===== src/rtl/uart_pkg.sv =====
// uart_pkg
// Shared constants for the UART debug transport: the command field and DTM
// instruction-register widths, the decoder command codes, and the
// read-arbiter state encoding.
package uart_pkg;

    localparam int CMDLENGTH = 3;
    localparam int IRLENGTH  = 5;

    localparam logic [CMDLENGTH-1:0] CMD_NOP       = 3'd0;
    localparam logic [CMDLENGTH-1:0] CMD_READ      = 3'd1;
    localparam logic [CMDLENGTH-1:0] CMD_WRITE     = 3'd2;
    localparam logic [CMDLENGTH-1:0] CMD_CONT_READ = 3'd3;
    localparam logic [CMDLENGTH-1:0] CMD_RESET     = 3'd4;

    // Read-arbiter FSM states; shared so the state can be observed.
    typedef enum logic [2:0] {
        ST_IDLE = 3'd0,
        ST_REQ  = 3'd1,
        ST_SEND = 3'd2,
        ST_CONT = 3'd3,
        ST_DONE = 3'd4
    } arb_state_e;

endpackage


===== src/rtl/read_arbiter_if.sv =====
// read_arbiter_if
// Bundles the three handshakes of the read arbiter:
//   command port   READ_COMMAND_I / READ_ADDRESS_I / READ_ARBITER_VALID_I
//                  -> READ_ARBITER_READY_O
//   register port  REG_ADDR_O / REG_REQ_O -> REG_VALID_I / REG_DATA_I
//   transmit port  TX_DATA_O / TX_VALID_O -> TX_READY_I
// plus CONT_ACTIVE_O and dbg_state, the arbiter's current FSM state.
// Modports: slave = the arbiter, master = its environment.
interface read_arbiter_if #(
    parameter int DATA_WIDTH = 41
);
    import uart_pkg::*;

    logic [CMDLENGTH-1:0]  READ_COMMAND_I;
    logic [IRLENGTH-1:0]   READ_ADDRESS_I;
    logic                  READ_ARBITER_VALID_I;
    logic                  READ_ARBITER_READY_O;

    logic [IRLENGTH-1:0]   REG_ADDR_O;
    logic                  REG_REQ_O;
    logic                  REG_VALID_I;
    logic [DATA_WIDTH-1:0] REG_DATA_I;

    logic [7:0]            TX_DATA_O;
    logic                  TX_VALID_O;
    logic                  TX_READY_I;

    logic                  CONT_ACTIVE_O;
    arb_state_e            dbg_state;

    modport slave (
        input  READ_COMMAND_I, READ_ADDRESS_I, READ_ARBITER_VALID_I,
        input  REG_VALID_I, REG_DATA_I, TX_READY_I,
        output READ_ARBITER_READY_O, REG_ADDR_O, REG_REQ_O,
        output TX_DATA_O, TX_VALID_O, CONT_ACTIVE_O, dbg_state
    );

    modport master (
        output READ_COMMAND_I, READ_ADDRESS_I, READ_ARBITER_VALID_I,
        output REG_VALID_I, REG_DATA_I, TX_READY_I,
        input  READ_ARBITER_READY_O, REG_ADDR_O, REG_REQ_O,
        input  TX_DATA_O, TX_VALID_O, CONT_ACTIVE_O, dbg_state
    );

endinterface


===== src/rtl/read_arbiter.sv =====
// read_arbiter
// Read side of the UART debug transport. Accepts read-class commands from
// the decoder, fetches the addressed DTM register and streams its value
// LSB-first as bytes to the UART transmitter. CMD_CONT_READ re-polls the
// same register after every frame until another command arrives at a frame
// boundary; CMD_RESET stops polling.
// Ports:
//   CLK_I  clock
//   RST_I  asynchronous active-high reset
//   bus    read_arbiter_if.slave (command, register and transmit ports)
//
// Handshake semantics (all three ports): a transfer happens on a rising
// edge where the producer's valid/req and the consumer's ready/valid are
// both high. The producer holds its payload stable until that edge and
// never withdraws it. The arbiter's own valid/req outputs are decoded from
// registered state only, so they never depend combinationally on the
// opposite side's ready/valid.
module read_arbiter
    import uart_pkg::*;
#(
    parameter int DATA_WIDTH = 41
) (
    input  logic          CLK_I,
    input  logic          RST_I,
    read_arbiter_if.slave bus
);

    localparam int NUM_BYTES = (DATA_WIDTH + 7) / 8;
    localparam int SHIFT_W   = NUM_BYTES * 8;
    localparam int CNT_W     = (NUM_BYTES > 1) ? $clog2(NUM_BYTES) : 1;
    localparam logic [CNT_W-1:0] LAST_BYTE = CNT_W'(NUM_BYTES - 1);

    arb_state_e           state_q, state_d;
    logic [SHIFT_W-1:0]   shift_q, shift_d;
    logic [CNT_W-1:0]     cnt_q,   cnt_d;
    logic [IRLENGTH-1:0]  addr_q,  addr_d;
    logic                 cont_q,  cont_d;

    logic                 can_accept;
    logic                 accept;

    // Ready is taken straight from state; RST_I only masks it so it reads
    // 0 while reset is held.
    assign can_accept = (state_q == ST_IDLE) || (state_q == ST_CONT);
    assign accept     = can_accept && bus.READ_ARBITER_VALID_I;

    always_comb begin
        state_d = state_q;
        shift_d = shift_q;
        cnt_d   = cnt_q;
        addr_d  = addr_q;
        cont_d  = cont_q;

        case (state_q)
            ST_IDLE, ST_CONT: begin
                if (accept) begin
                    addr_d = bus.READ_ADDRESS_I;
                    case (bus.READ_COMMAND_I)
                        CMD_READ: begin
                            cont_d  = 1'b0;
                            state_d = ST_REQ;
                        end
                        CMD_CONT_READ: begin
                            cont_d  = 1'b1;
                            state_d = ST_REQ;
                        end
                        CMD_RESET: begin
                            cont_d  = 1'b0;
                            state_d = ST_DONE;
                        end
                        CMD_NOP, CMD_WRITE: begin
                            state_d = ST_DONE;
                        end
                        default: begin
                            state_d = ST_DONE;
                        end
                    endcase
                end else if (state_q == ST_CONT) begin
                    // No new command at the frame boundary: poll again.
                    state_d = ST_REQ;
                end
            end

            ST_REQ: begin
                if (bus.REG_VALID_I) begin
                    shift_d                 = '0;
                    shift_d[DATA_WIDTH-1:0] = bus.REG_DATA_I;
                    cnt_d                   = '0;
                    state_d                 = ST_SEND;
                end
            end

            ST_SEND: begin
                if (bus.TX_READY_I) begin
                    shift_d = shift_q >> 8;
                    cnt_d   = cnt_q + CNT_W'(1);
                    if (cnt_q == LAST_BYTE) begin
                        state_d = cont_q ? ST_CONT : ST_DONE;
                    end
                end
            end

            ST_DONE: begin
                state_d = ST_IDLE;
            end

            default: begin
                state_d = ST_IDLE;
            end
        endcase
    end

    always_ff @(posedge CLK_I or posedge RST_I) begin
        if (RST_I) begin
            state_q <= ST_IDLE;
            shift_q <= '0;
            cnt_q   <= '0;
            addr_q  <= '0;
            cont_q  <= 1'b0;
        end else begin
            state_q <= state_d;
            shift_q <= shift_d;
            cnt_q   <= cnt_d;
            addr_q  <= addr_d;
            cont_q  <= cont_d;
        end
    end

    assign bus.READ_ARBITER_READY_O = can_accept && !RST_I;
    assign bus.REG_REQ_O            = (state_q == ST_REQ);
    assign bus.REG_ADDR_O           = addr_q;
    assign bus.TX_VALID_O           = (state_q == ST_SEND);
    assign bus.TX_DATA_O            = (state_q == ST_SEND) ? shift_q[7:0] : 8'h00;
    assign bus.CONT_ACTIVE_O        = cont_q;
    assign bus.dbg_state            = state_q;

endmodule


===== src/flat_wrapper.sv =====
// flat-port wrapper written by rule: the top's interface ports become plain ports
module read_arbiter_flat import uart_pkg::*;
#(
    parameter int DATA_WIDTH = 41
)
  (CLK_I, RST_I, bus_READ_COMMAND_I, bus_READ_ADDRESS_I, bus_READ_ARBITER_VALID_I, bus_REG_VALID_I, bus_REG_DATA_I, bus_TX_READY_I, bus_READ_ARBITER_READY_O, bus_REG_ADDR_O, bus_REG_REQ_O, bus_TX_DATA_O, bus_TX_VALID_O, bus_CONT_ACTIVE_O, bus_dbg_state);
  read_arbiter_if #(.DATA_WIDTH(DATA_WIDTH)) bus_i ();
  input  logic CLK_I;
  input  logic RST_I;
  input wire logic [$bits(bus_i.READ_COMMAND_I)-1:0] bus_READ_COMMAND_I;
  input wire logic [$bits(bus_i.READ_ADDRESS_I)-1:0] bus_READ_ADDRESS_I;
  input wire logic [$bits(bus_i.READ_ARBITER_VALID_I)-1:0] bus_READ_ARBITER_VALID_I;
  input wire logic [$bits(bus_i.REG_VALID_I)-1:0] bus_REG_VALID_I;
  input wire logic [$bits(bus_i.REG_DATA_I)-1:0] bus_REG_DATA_I;
  input wire logic [$bits(bus_i.TX_READY_I)-1:0] bus_TX_READY_I;
  output wire logic [$bits(bus_i.READ_ARBITER_READY_O)-1:0] bus_READ_ARBITER_READY_O;
  output wire logic [$bits(bus_i.REG_ADDR_O)-1:0] bus_REG_ADDR_O;
  output wire logic [$bits(bus_i.REG_REQ_O)-1:0] bus_REG_REQ_O;
  output wire logic [$bits(bus_i.TX_DATA_O)-1:0] bus_TX_DATA_O;
  output wire logic [$bits(bus_i.TX_VALID_O)-1:0] bus_TX_VALID_O;
  output wire logic [$bits(bus_i.CONT_ACTIVE_O)-1:0] bus_CONT_ACTIVE_O;
  output wire logic [$bits(bus_i.dbg_state)-1:0] bus_dbg_state;
  assign bus_i.READ_COMMAND_I = bus_READ_COMMAND_I;
  assign bus_i.READ_ADDRESS_I = bus_READ_ADDRESS_I;
  assign bus_i.READ_ARBITER_VALID_I = bus_READ_ARBITER_VALID_I;
  assign bus_i.REG_VALID_I = bus_REG_VALID_I;
  assign bus_i.REG_DATA_I = bus_REG_DATA_I;
  assign bus_i.TX_READY_I = bus_TX_READY_I;
  assign bus_READ_ARBITER_READY_O = bus_i.READ_ARBITER_READY_O;
  assign bus_REG_ADDR_O = bus_i.REG_ADDR_O;
  assign bus_REG_REQ_O = bus_i.REG_REQ_O;
  assign bus_TX_DATA_O = bus_i.TX_DATA_O;
  assign bus_TX_VALID_O = bus_i.TX_VALID_O;
  assign bus_CONT_ACTIVE_O = bus_i.CONT_ACTIVE_O;
  assign bus_dbg_state = bus_i.dbg_state;
  read_arbiter #(.DATA_WIDTH(DATA_WIDTH)) u_core (.CLK_I(CLK_I), .RST_I(RST_I), .bus(bus_i));
endmodule

===== config.mk =====
export PLATFORM = sky130hd
export DESIGN_NAME = read_arbiter_flat
export DESIGN_NICKNAME = d
export VERILOG_FILES = /design/src/rtl/uart_pkg.sv /design/src/rtl/read_arbiter_if.sv /design/src/rtl/read_arbiter.sv /design/src/flat_wrapper.sv
export SDC_FILE = /design/constraint.sdc
export NUM_CORES = 1
export LEC_CHECK = 0
export CAP_MARGIN = 10
export CORE_MARGIN = 2
export CORE_UTILIZATION = 50
export CTS_BUF_LIST = sky130_fd_sc_hd__clkbuf_16
export DETAILED_ROUTE_END_ITERATION = 10
export GPL_TIMING_DRIVEN = 0
export MAX_ROUTING_LAYER = met4
export PLACE_DENSITY = 0.8
export SLEW_MARGIN = 20
export SYNTH_ARGS = -nofsm -noshare
export SYNTH_HDL_FRONTEND = slang
export SYNTH_SLANG_ARGS = --single-unit

===== constraint.sdc =====
create_clock -name CLK_I -period 2.7 [get_ports CLK_I]
set_input_delay 0.54 -clock CLK_I [delete_from_list [all_inputs] [get_ports CLK_I]]
set_output_delay 0.54 -clock CLK_I [all_outputs]
set_load 0.01 [all_outputs]

# Yosys cells after proc, flatten, opt, wreduce, memory -nomap -nowiden
# Index checks and enable logic that the tools add are counted.
[totals]
ff_bits = 60
out_inout_bits = 20
word_cells = 47
[op_classes]
n_addsub = 1
eq_ne = 11
n_mux = 16
reduce_logical = 14
[ops]
columns = ["op", "n"]
rows = [
  ["$mux 48", 2],
  ["$pmux 48 s2", 1],
  ["$mux 3", 9],
  ["$eq 3x2->1 const B", 3],
  ["$pmux 3 s3", 1],
  ["$mux 8", 1],
  ["$eq 3x1->1 const B", 2],
  ["$eq 3x3->1 const B", 2],
  ["$pmux 3 s2", 1],
  ["$reduce_and 3->1", 2],
  ["$reduce_or 2->1", 3],
  ["$ne 2x2->1 const B", 2],
  ["$reduce_and 4->1", 1],
  ["$reduce_bool 2->1", 2],
  ["$add 3x1->3 const B", 1],
  ["$logic_not 3->1", 1],
  ["$ne 3x1->1 const B", 1],
  ["$logic_and 1x1->1", 2],
  ["$ne 2x1->1 const B", 1],
  ["$pmux 1 s2", 1],
  ["$reduce_and 2->1", 1],
  ["$logic_not 1->1", 1],
  ["$logic_or 1x1->1", 1],
]

# Logic depth before layout (Yosys ltp)
# Gate-level depths: netlist of the first run.
[logic_depth]
depth_word = 5
ltp_mapped = 7
mapped_depth_nobuf = 6

# Worst setup path after synthesis of the first run
# No wires, ideal clock.
[synth_timing]
kind = "register to output"
start = "register u_core.state_q[1], in the netlist u_core.bus.dbg_state[1]"
end = "output bus_TX_DATA_O[0]"
arrival_time_ns = 1.364
slack_ns = 0.796
path_stages_with_launch = 7
path_buffers = 2
path_cell_list = "dfrtp_1 -> nor2b_4 -> nand2b_1 -> buf_2 -> inv_2 -> buf_2 -> and2_1"
[synth_between]
elab_chain_cells = 2
[synth_rtl]
columns = ["element", "line_no", "rtl"]
rows = [
  ["start: declaration", "read_arbiter.sv:33", "arb_state_e state_q, state_d;"],
  ["start signal: assignment", "read_arbiter.sv:121", "state_q <= state_d;"],
  ["$eq 3x2->1", "n/a", ""],
  ["named net bus_TX_VALID_O", "flat_wrapper.sv:20", "output wire logic [$bits(bus_i.TX_VALID_O)-1:0] bus_TX_VALID_O;"],
  ["$mux 8", "read_arbiter.sv:133", "assign bus.TX_DATA_O = (state_q == ST_SEND) ? shift_q[7:0] : 8'h00;"],
  ["end: declaration", "flat_wrapper.sv:19", "output wire logic [$bits(bus_i.TX_DATA_O)-1:0] bus_TX_DATA_O;"],
]
# The timed path passes the listed nets, and every way through them passes these cells.

# Final worst setup path of the first run
[layout_timing]
start = "register u_core.state_q[0], in the netlist u_core.bus.dbg_state[0]"
end = "output bus_TX_DATA_O[2]"
[layout_between]
elab_chain_cells = 2
[layout_rtl]
columns = ["element", "line_no"]
rows = [
  ["$eq 3x2->1", "read_arbiter.sv:133"],
  ["$mux 8", "read_arbiter.sv:133"],
]
# Every way passes these cells.

==> results.md, run 1 <==
* All-Layer GR Usage at 0.2300
* WP data arrival at approximately 2 ns
* CP max stage cell: clkdlybuf4s50_1
* Crit. End Element: output pin
* Final Net Count at between 400 and 500
* Worst-skew pair later-pin latency at approximately 0.28 ns
* First-pass GRT wire length at 9556 um
* Critical Path, Cell by Cell: nor2b_4 -> nand2b_1 -> buf_2 -> inv_6 -> and2_1 -> clkdlybuf4s50_1
* Post-layout min period at ~2.6 ns
* Max Slew Vio Count at 0
* Post-synthesis sequential area ratio at 0.5297
* Initial core utilization at 0.5231
* Reg power frac at 0.393
* Die Wd at between 70 and 80 um
* Worst hold stages at 2
* PortBufs at 73
* Worst clock skew at approximately 0.0040 ns
* Max_slew headroom at 0.6562
* Worst-path fanout max at 18
* Mapped Area at between 0.002 and 0.003 mm2
* Setup WS pre-CTS at roughly 0.11 ns
* Crit path kind: register to output pin
* CTS H-tree lvls at 2
* Syn. warnings at 0
* Detail Route Antenna Nets at 0
* Share of layout cells above drive strength 1 at 0.07967
* Combinational power share at 0.438
* Pre-antenna DRT Iters at 4
* DR vias/cell at 5.079
* Final hold vios at 0
* Non-filler cells, final at around 430
* Worst-Margin Slew at around 0.5 ns
* Cts repair resizes at 2
* Largest net degree at the start of global routing at 31
* Sinks on Clock Net at 53
* Hold_sp: u_core.shift_q[38]$_DFFE_PP0P_
* Core area at ~0.0048 mm2
* Die height at approximately 75 um
* Initial antenna violation count at 0
* CTS tree: yes
* Root Buffer: clkbuf_16
* Cts hold-fix bufs at 0
* Yosys reg bits at 53
* Setup TNS at 0 ns
* Max VDD drop at 0.0005747 V
* Endpoints failing setup at 0
* Max-cap violations at 0
* Share of power burned in the clock network at 0.169
* Vias in the first global route at 2202
* TritonCTS buffer count at 5
* CP startpoint: u_core.bus.dbg_state[0]$_DFFE_PP0P_
* RSZ-0062 raised after global routing: false
* Total wire length at around 5700 um
* Antenna Cells at 0
* Post-CTS setup buffers at 0
* Crit share post-route at 0.9555
* Final Util at 0.7271
* Worst Reg-to-Reg Cells at 5
* Dpl cells at around 420
* Gate Count Post-Synth at roughly 280
* Total gr overflow at 0
* Detailed Route Iter0 Violations at 186
* Status: complete, no violations
* Data required time of the worst path at 2.16 ns
* Total Die Area at between 0.005 and 0.006 mm2
* Worst r2r src: u_core.bus.dbg_state[0]$_DFFE_PP0P_
* Vias at about 2200
* Clk buf depth at 2
* Syn-to-layout area delta at 38.98%
* Tightest Hold Check Type: register to register
* Int Pwr at 2.267 mW
* Final HPWL DP at 4316 um
* Gpl congestion at about 0.79
* CTS clk-pin slew, worst paths at 0.07 ns
* PwrDens at 1023 mW/mm2
* P_sw at between 1 and 1.5 mW
* Avg Inst Size Synth at roughly 8.8 um2
* Post-Syn Nets at approximately 340
* LEAKAGE at roughly 1.5 nW
* DRC violations left at 0
* Row Count at 25
* I/O pin total at between 70 and 80
* Max stage delay on crit path at 0.53 ns
* Startpoint type of the worst setup path: register
* Fmax at between 300 and 400 MHz
* Avg WL per Cell at 13.18 um
* Final worst slack at 0.1201 ns
* Number of library cell types mapped by synthesis at 34
* Switching share of total power at 0.3631
* Hold Slack at 0.4693 ns
==> cell families after synthesis <==
| kind of cell | Yosys count | synth area share |
|---|---|---|
| AO/OA/AOI/OAI | 48 | 0.1304 |
| multiplexers | 6 | 0.02698 |
| flip-flops | 53 | 0.5297 |
| adder cells (fa/ha/maj) | 2 | 0.009993 |
| buffers and inverters | 24 | 0.04348 |
| AND/OR/NAND/NOR | 150 | 0.2594 |
==> cells in the mapped netlist <==
| master | count | area (um2) |
|---|---|---|
| a31oi_1 | 33 | 206.5 |
| a21oi_1 | 1 | 5.000 |
| a22oi_1 | 1 | 7.510 |
| nand3b_1 | 2 | 15.01 |
| o22a_1 | 1 | 8.760 |
| clkbuf_1 | 7 | 26.28 |
| nand2_1 | 86 | 322.8 |
| o22ai_1 | 1 | 6.260 |
| nand3_1 | 9 | 45.04 |
| a221oi_1 | 1 | 8.760 |
| buf_6 | 1 | 11.26 |
| nor2_1 | 36 | 135.1 |
| o2bb2ai_1 | 1 | 8.760 |
| nand2b_1 | 1 | 6.260 |
| o21ai_0 | 4 | 20.02 |
| or3_1 | 1 | 6.260 |
| a21o_1 | 1 | 7.510 |
| o31ai_4 | 1 | 21.27 |
| a22o_1 | 2 | 17.52 |
| mux2_2 | 6 | 67.56 |
| buf_1 | 2 | 7.510 |
| dfrtp_1 | 53 | 1326 |
| and2_1 | 8 | 50.05 |
| nor2b_4 | 2 | 27.53 |
| nand4b_1 | 1 | 8.760 |
| inv_2 | 1 | 3.750 |
| nor3_1 | 1 | 5.000 |
| nor3b_1 | 1 | 7.510 |
| buf_2 | 9 | 45.04 |
| ha_1 | 2 | 25.02 |
| o311ai_1 | 1 | 8.760 |
| or4b_4 | 1 | 13.76 |
| inv_1 | 4 | 15.01 |
| nor2b_1 | 1 | 6.260 |
==> sequential cells by signal, indices dropped and copies added, names as in the netlist <==
register / flops
u_core.cnt_q: 3
u_core.bus.REG_ADDR_O: 5
u_core.bus.dbg_state: 3
u_core.shift_q: 41
u_core.bus.CONT_ACTIVE_O: 1
==> cells in the final DEF, fill, tap and decap left out, drive strengths merged <==
cell type,n
nand2,86
clkdlybuf4s50,73
dfrtp,53
nor2,36
a31oi,33
buf,12
clkbuf,12
nand3,9
and2,8
inv,7
mux2,6
o21ai,4
nor2b,3
nand3b,2
a22o,2
ha,2
a21o,1
a21oi,1
nand2b,1
nor3,1
a22oi,1
a221oi,1
o2bb2ai,1
nand4b,1
or4b,1
o22ai,1
or3,1
o31ai,1
o311ai,1
nor3b,1
o22a,1
clkinvlp,1
==> final cells by class <==
cell class / instances / area [um2]
well taps: 67 / 83.83
clock inverters: 3 / 15.01
clock buffers: 5 / 125.1
multi-input cells: 206 / 1069
inverters: 5 / 23.77
repair buffers: 74 / 750.7
fillers: 395 / 1306
plain buffers: 18 / 85.08
flip-flops and latches: 53 / 1328
==> routing by layer <==
metal | track usage | share of wire
met1 | 0.2945 | 0.47
met2 | 0.3727 | 0.48
met3 | 0.03882 | 0.042
met4 | 0.07937 | 0.0074
met5 | - | 0
==> final timing paths <==
path                                                        to  slack, ns
max in group asynchronous       u_core.shift_q[21]$_DFFE_PP0P_       1.49
setup / recovery                              bus_TX_DATA_O[2]       0.12
hold / removal                  u_core.shift_q[38]$_DFFE_PP0P_       0.47
min in group asynchronous  u_core.bus.dbg_state[2]$_DFFE_PP0P_       0.67
setup reg to reg                 u_core.shift_q[4]$_DFFE_PP0P_       0.93
hold reg to reg                 u_core.shift_q[38]$_DFFE_PP0P_       0.47
==> power groups by stage <==
| stage | Clock, mW | Sequential (mW) | Combinational (mW) |
|---|---|---|---|
| after floorplan | 0 | 1.39 | 1.00 |
| after detailed placement | 0 | 1.41 | 1.56 |
| after CTS | 0.608 | 1.40 | 1.57 |
| after global placement | 0 | 1.40 | 1.51 |
| final | 0.600 | 1.40 | 1.56 |
| after global routing | 0.644 | 1.45 | 1.75 |
==> critical path, delay by kind of cell, from the launching register on <==
kind	cells	cell delay [ns]
flops	1	0.47
simple gates	3	0.41
buf+inv	3	0.88
==> metrics by stage <==
step	cell area, um2	power (mW)
floorplan	2504	2.391
global placement	3318	2.907
detailed placement	3338	2.974
CTS	3477	3.576
global route	3480	3.853
finish	3480	3.559
(Power assumes the default switching activity.)
==> run 2: changes to the inputs <==
Settings changed: GPL_ROUTABILITY_DRIVEN set to 0.
==> results of run 2 <==
Same layout as run 1: the final DEF is identical, and so are final timing and power.
